## src/rtl/fifo_pkg.sv

```systemverilog
// Shared types for the FIFO read-side drain: word width, drain FSM states, skid depth.
// Pure declarations; no timing or flow-control behaviour of its own.
// Imported by fifo_rd_drain and fifo_rd_skid.
package fifo_pkg;
   localparam int DATA_WIDTH = 8;
   localparam int SKID_DEPTH = 3;

   typedef enum logic [1:0] {
      IDLE = 2'd0,
      READ = 2'd1,
      GAP  = 2'd2
   } rd_state_t;
endpackage

```

## src/rtl/fifo_rd_skid.sv

```systemverilog
// 3-entry in-order skid buffer: push/pop with occupancy count, head word always visible.
// Latency: a pushed word is at the head the cycle after the push edge when the buffer was empty.
// Backpressure: pop only while occupied; a push into a full buffer is dropped unless a pop frees a slot.
module fifo_rd_skid
   import fifo_pkg::*;
#(
   parameter int W = DATA_WIDTH
)(
   input  logic         clk,
   input  logic         rst,
   input  logic         push,
   input  logic [W-1:0] push_dat,
   input  logic         pop,
   output logic [W-1:0] head_dat,
   output logic [1:0]   occ
);
   logic [W-1:0] mem [SKID_DEPTH];
   logic [1:0]   wr_ptr;
   logic [1:0]   rd_ptr;
   logic         do_push;
   logic         do_pop;

   function automatic logic [1:0] ptr_inc(input logic [1:0] p);
      return (p == 2'(SKID_DEPTH - 1)) ? 2'd0 : p + 2'd1;
   endfunction

   assign do_pop   = pop && (occ != 2'd0);
   assign do_push  = push && ((occ != 2'(SKID_DEPTH)) || do_pop);
   assign head_dat = mem[rd_ptr];

   always_ff @(posedge clk) begin
      if (rst) begin
         wr_ptr <= 2'd0;
         rd_ptr <= 2'd0;
         occ    <= 2'd0;
         for (int i = 0; i < SKID_DEPTH; i++) mem[i] <= '0;
      end else begin
         if (do_push) begin
            mem[wr_ptr] <= push_dat;
            wr_ptr      <= ptr_inc(wr_ptr);
         end
         if (do_pop) rd_ptr <= ptr_inc(rd_ptr);
         if (do_push && !do_pop)      occ <= occ + 2'd1;
         else if (!do_push && do_pop) occ <= occ - 2'd1;
      end
   end
endmodule

```

## src/rtl/fifo_rd_drain.sv

```systemverilog
// Burst reader for the async FIFO read port feeding a valid/ready stream (stats: FIFO_RD_DRAIN_STATS_EN).
// Latency: rd_en in cycle N -> word captured end of N+1 -> out_valid in N+2; one word/cycle sustained.
// Backpressure: reads are credited against the 3-entry skid (occ + inflight < 3); out_ready never reaches rd_en combinationally.
module fifo_rd_drain
   import fifo_pkg::*;
#(
   parameter int BURST_LEN   = 16,
   parameter int IDLE_CYCLES = 2
)(
   input  logic                  clk_rd,
   input  logic                  rst,
   input  logic                  en,
   input  logic                  empty,
   input  logic [DATA_WIDTH-1:0] data_out,
   output logic                  rd_en,
   output logic [DATA_WIDTH-1:0] out_data,
   output logic                  out_valid,
   input  logic                  out_ready,
   output logic                  burst_done
`ifdef FIFO_RD_DRAIN_STATS_EN
   ,
   output logic [31:0]           words_read,
   output logic [31:0]           stall_cycles
`endif
);
   localparam int CW = $clog2(BURST_LEN + 1);
   localparam int GW = (IDLE_CYCLES > 0) ? $clog2(IDLE_CYCLES + 1) : 1;
   localparam logic [CW-1:0] LAST_RD  = CW'(BURST_LEN - 1);
   localparam logic [GW-1:0] GAP_LAST = GW'((IDLE_CYCLES > 0) ? IDLE_CYCLES - 1 : 0);

   rd_state_t     state, state_nxt;
   logic [CW-1:0] burst_cnt, burst_cnt_nxt;
   logic [GW-1:0] gap_cnt, gap_cnt_nxt;
   logic          inflight;
   logic [1:0]    occ;
   logic          credit_ok;
   logic          last_rd;

   // The in-flight read already owns a skid slot, so it counts against the credit.
   assign credit_ok  = ({1'b0, occ} + {2'b00, inflight}) < 3'(SKID_DEPTH);
   assign rd_en      = (state == READ) && !empty && credit_ok;
   assign last_rd    = rd_en && (burst_cnt == LAST_RD);
   assign burst_done = last_rd;
   assign out_valid  = (occ != 2'd0);

   always_comb begin
      state_nxt     = state;
      burst_cnt_nxt = burst_cnt;
      gap_cnt_nxt   = gap_cnt;
      case (state)
         IDLE: begin
            if (en) begin
               state_nxt     = READ;
               burst_cnt_nxt = '0;
            end
         end
         READ: begin
            if (rd_en) begin
               burst_cnt_nxt = burst_cnt + CW'(1);
               if (last_rd) begin
                  if (IDLE_CYCLES == 0) begin
                     if (en) begin
                        state_nxt     = READ;
                        burst_cnt_nxt = '0;
                     end else begin
                        state_nxt = IDLE;
                     end
                  end else begin
                     state_nxt   = GAP;
                     gap_cnt_nxt = '0;
                  end
               end
            end
         end
         GAP: begin
            if (gap_cnt == GAP_LAST) begin
               if (en) begin
                  state_nxt     = READ;
                  burst_cnt_nxt = '0;
               end else begin
                  state_nxt = IDLE;
               end
            end else begin
               gap_cnt_nxt = gap_cnt + GW'(1);
            end
         end
         default: state_nxt = IDLE;
      endcase
   end

   always_ff @(posedge clk_rd) begin
      if (rst) begin
         state     <= IDLE;
         burst_cnt <= '0;
         gap_cnt   <= '0;
         inflight  <= 1'b0;
      end else begin
         state     <= state_nxt;
         burst_cnt <= burst_cnt_nxt;
         gap_cnt   <= gap_cnt_nxt;
         inflight  <= rd_en;
      end
   end

   fifo_rd_skid #(.W(DATA_WIDTH)) u_skid (
      .clk      (clk_rd),
      .rst      (rst),
      .push     (inflight),
      .push_dat (data_out),
      .pop      (out_valid && out_ready),
      .head_dat (out_data),
      .occ      (occ)
   );

`ifdef FIFO_RD_DRAIN_STATS_EN
   always_ff @(posedge clk_rd) begin
      if (rst) begin
         words_read   <= 32'd0;
         stall_cycles <= 32'd0;
      end else begin
         if (inflight) words_read <= words_read + 32'd1;
         if ((state == READ) && (empty || !credit_ok) && (stall_cycles != 32'hFFFF_FFFF))
            stall_cycles <= stall_cycles + 32'd1;
      end
   end
`endif
endmodule

```

## config.mk

```make
export PLATFORM = sky130hd
export DESIGN_NAME = fifo_rd_drain
export DESIGN_NICKNAME = d
export VERILOG_FILES = /design/src/rtl/fifo_pkg.sv /design/src/rtl/fifo_rd_skid.sv /design/src/rtl/fifo_rd_drain.sv
export SDC_FILE = /design/constraint.sdc
export NUM_CORES = 1
export LEC_CHECK = 0
export CAP_MARGIN = 15
export CORE_MARGIN = 4
export CORE_UTILIZATION = 30
export CTS_BUF_LIST = sky130_fd_sc_hd__clkbuf_8
export DETAILED_ROUTE_END_ITERATION = 8
export DONT_BUFFER_PORTS = 1
export SYNTH_ARGS = -nofsm -noshare
export SYNTH_HDL_FRONTEND = slang
export SYNTH_SLANG_ARGS = --single-unit
```

## constraint.sdc

```tcl
create_clock -name clk_rd -period 1.7 [get_ports clk_rd]
set_input_delay 0.255 -clock clk_rd [delete_from_list [all_inputs] [get_ports clk_rd]]
set_output_delay 0.255 -clock clk_rd [all_outputs]
set_load 0.01 [all_outputs]
```

==> summary.md <==
| Metric | Value |
|---|---|
| Outcome | finished with violations |
| Failing checks | negative setup slack |
| Clock Power Share | 31.1% |
| Clock Latency Late Sink | 0.30 ns |
| Netlist Area Pre-Place | 0.00226 mm^2 |
| Initial antenna violation count | 0 |
| Largest cells by area after synthesis | edfxtp_1 (42%), dfxtp_1 (16%), mux4_2 (8.0%), and2_1 (6.6%), ha_1 (3.3%) |
| Worst path most repeated cell | ha_4 |
| Largest area contributor in the netlist | edfxtp_1 |
| CP endpoint kind | primary output |
| CP startpoint kind | register |
| H-tree levels | 2 |
| Share of layout cells above drive strength 1 | 30.1% |
| GPL Wtd Cong | 0.738 |
| Most common cell after layout, fill and taps aside | edfxtp_1 |
| Layout area overhead | 20.3% |
| Flop pwr share | 50.6% |
| Worst path cell trace | ha_4, ha_4, a211oi_4, nand3_2, inv_4 |
| Row Count | 31 |
| Distinct cells, synth | 39 |
| RSZ-0062 raised after global routing | true |
| Crit Path Category | reg2out |
| Seq/Total Area, Yosys | 58.4% |
| Primary FF master, synth | edfxtp_1 |
| DRC viols | 0 |
| Finish-stage setup viols | 2 |
| Comb pwr share | 18.3% |
| Crit path time final | 1.81 ns |
| Final nets | 214 |
| Overall Power | 2.76 mW |
| Buffering stage count on the worst path with inverters included | 1 |
| Synth async-reset ratio | 0% |
| Required @ worst endpoint | 1.44 ns |
| DPL Wire Length | 2.84 mm |
| Clock sinks | 50 |
| Layout Cells excl Fill | 295 |
| Worst slew pin tran | 0.376 ns |
| Avg Cell Area, Syn | 12.9 um^2 |
| WHS | 0.0263 ns |
| Synth Register Bits | 50 |
| Sw Ratio | 25.5% |
| Worst path max stage delay | 0.35 ns |
| Initial Utilization | 31.0% |
| Vias in the first global route | 1,379 |
| Via count | 1,373 |
| Worst path top cell family by delay | adder cells |
| Max_cap viols | 0 |
| Antenna Cells | 0 |
| Die area | 0.00900 mm^2 |
| Worst Path Arrival | 1.55 ns |
| Io pins | 24 |
| Placed Cells | 279 |
| Fin crit share | 106% |
| Routed WL per cell | 14.6 um |
| Hold Violations, Final | 0 |
| Psw | 704 uW |
| Max Slew Vio Count | 0 |
| Maximum vdd ir drop | 0.402 mV |
| TritonCTS clock tree | yes |
| Pint | 2.06 mW |
| Die height | 94.9 um |
| Via/cell ratio | 4.65 |
| CTS Root Cell | clkbuf_8 |
| Type of the most critical hold path | in2reg |
| Setup ws final | -0.108 ns |
| PortBufs | 0 |
| Synth Instances | 175 |
| Highest Clock Rate | 0.553 GHz |
| DRT Pass-1 Iters | 4 |
| Yosys top cell area share | 42.5% |
| Antenna Nets Post-Route | 0 |
| Slowest CP cell | dfxtp_2 |
| Ys Warns | 0 |
| Commonest cells after routing, fill and taps aside | edfxtp_1 (32), and2_1 (24), dfxtp_1 (16) |
| Final WL | 4.30 mm |
| Clock Path Buffers | 2 |
| CTS clock-pin slew for the worst setup and hold paths | 0.10 ns |
| First-pass GRT wire length | 6.80 mm |
| EDFF count, synth | 32 |
| All-layer global routing usage | 10.1% |
| Power Dens Cells | 1010 mW/mm^2 |
| Post-synthesis net count | 194 |
| Num CTS Buffers | 5 |
| Critical Path Fanout Max | 3 |
| Clk_skew | 0.00996 ns |
| Gr ovfl total | 0 |
| Iter 0 DRT Violations | 50 |
| Relative slew slack | 74.9% |
| Leak | 0.952 nW |
| Largest net degree at the start of global routing | 18 |
| Core area | 0.00729 mm^2 |
| Die W | 94.9 um |
-- repair_timing --
item	CTS	global route
hold endpoints to repair	5	2
setup buffers	2	4
gates resized for setup	12	9
endpoints found under the setup margin	7	34
pin swaps	3	7
hold buffers	1	1
-- registers in the layout, summed over array words and instances (netlist names), named ones only --
register	cells
burst_cnt	5
gap_cnt	2
inflight	1
state	2
u_skid.mem	32
u_skid.occ	2
u_skid.rd_ptr	2
u_skid.wr_ptr	2
-- logic make-up (layout without fill, tap and decap cells) --
| family | Yosys count | in the layout | synth area share (%) |
|---|---|---|---|
| compound gates | 27 | 27 | 8.40 |
| xor+xnor | 2 | 2 | 0.774 |
| fa+ha+maj | 6 | 6 | 3.32 |
| buf+inv | 16 | 37 | 2.87 |
| flops | 50 | 50 | 58.4 |
| mux | 8 | 8 | 7.96 |
| simple gates | 66 | 66 | 18.3 |
-- per-stage QoR --
step | setup slack, ns | utilization, % | TNS, ns | area [um^2]
2_1_floorplan | 0.0205 | - | 0 | 2270
3_3_place_gp | -0.0333 | 33.6 | -0.0712 | 2450
3_5_place_dp | -0.0570 | 33.6 | -0.141 | 2450
4_1_cts | -0.152 | 36.2 | -0.251 | 2640
5_1_grt | -0.188 | 37.4 | -0.539 | 2720
6_report | -0.108 | 37.4 | -0.163 | 2720
-- synthesized netlist by cell type (2+ instances only) --
library cell,number
xor2_1,2
edfxtp_1,32
or2_2,4
nor4_4,2
inv_1,9
nand2b_1,4
and4_1,2
o21ai_2,2
o32ai_1,3
and2_1,24
buf_2,3
a211oi_1,2
mux4_2,8
o21ai_0,4
ha_1,6
nand2_1,9
dfxtp_1,18
or3_1,3
a21oi_1,8
nand3_1,5
nor2_1,6
clkbuf_1,2
-- worst paths after layout --
path                                           startpoint                       endpoint  slack, ns  cells past startpoint
worst min register to register  burst_cnt[4]$_SDFFE_PP0P_      burst_cnt[4]$_SDFFE_PP0P_       0.47                      2
worst min-delay path                                  rst  u_skid.rd_ptr[1]$_SDFFE_PP0N_       0.03                      1
worst max-delay path                  inflight$_SDFF_PP0_                     burst_done      -0.11                      5
worst max register to register        inflight$_SDFF_PP0_      burst_cnt[4]$_SDFFE_PP0P_       0.01                      5
-- layout make-up --
type / instances / area, um^2
clock inverters: 3 / 47.5
multi-input cells: 109 / 957
fillers: 728 / 4570
well taps: 99 / 124
clock buffers: 5 / 68.8
inverters: 9 / 36.3
flip-flops and latches: 50 / 1320
repair buffers: 20 / 166
-- power by group through the flow --
stage	sequential, mW	clock, mW	combinational (mW)
floorplan	1.42	0	0.307
global placement	1.41	0	0.411
detailed placement	1.41	0	0.420
CTS	1.40	0.892	0.459
global route	1.41	0.944	0.558
finish	1.40	0.860	0.505
-- routing by layer --
| metal | routed length [um] | GRT usage, % |
|---|---|---|
| met1 | 1890 | 11.7 |
| met2 | 2100 | 17.3 |
| met3 | 264 | 3.75 |
| met4 | 37 | 3.37 |
| met5 | 0 | 0 |
Note: power is estimated with default switching activity, not from simulation.
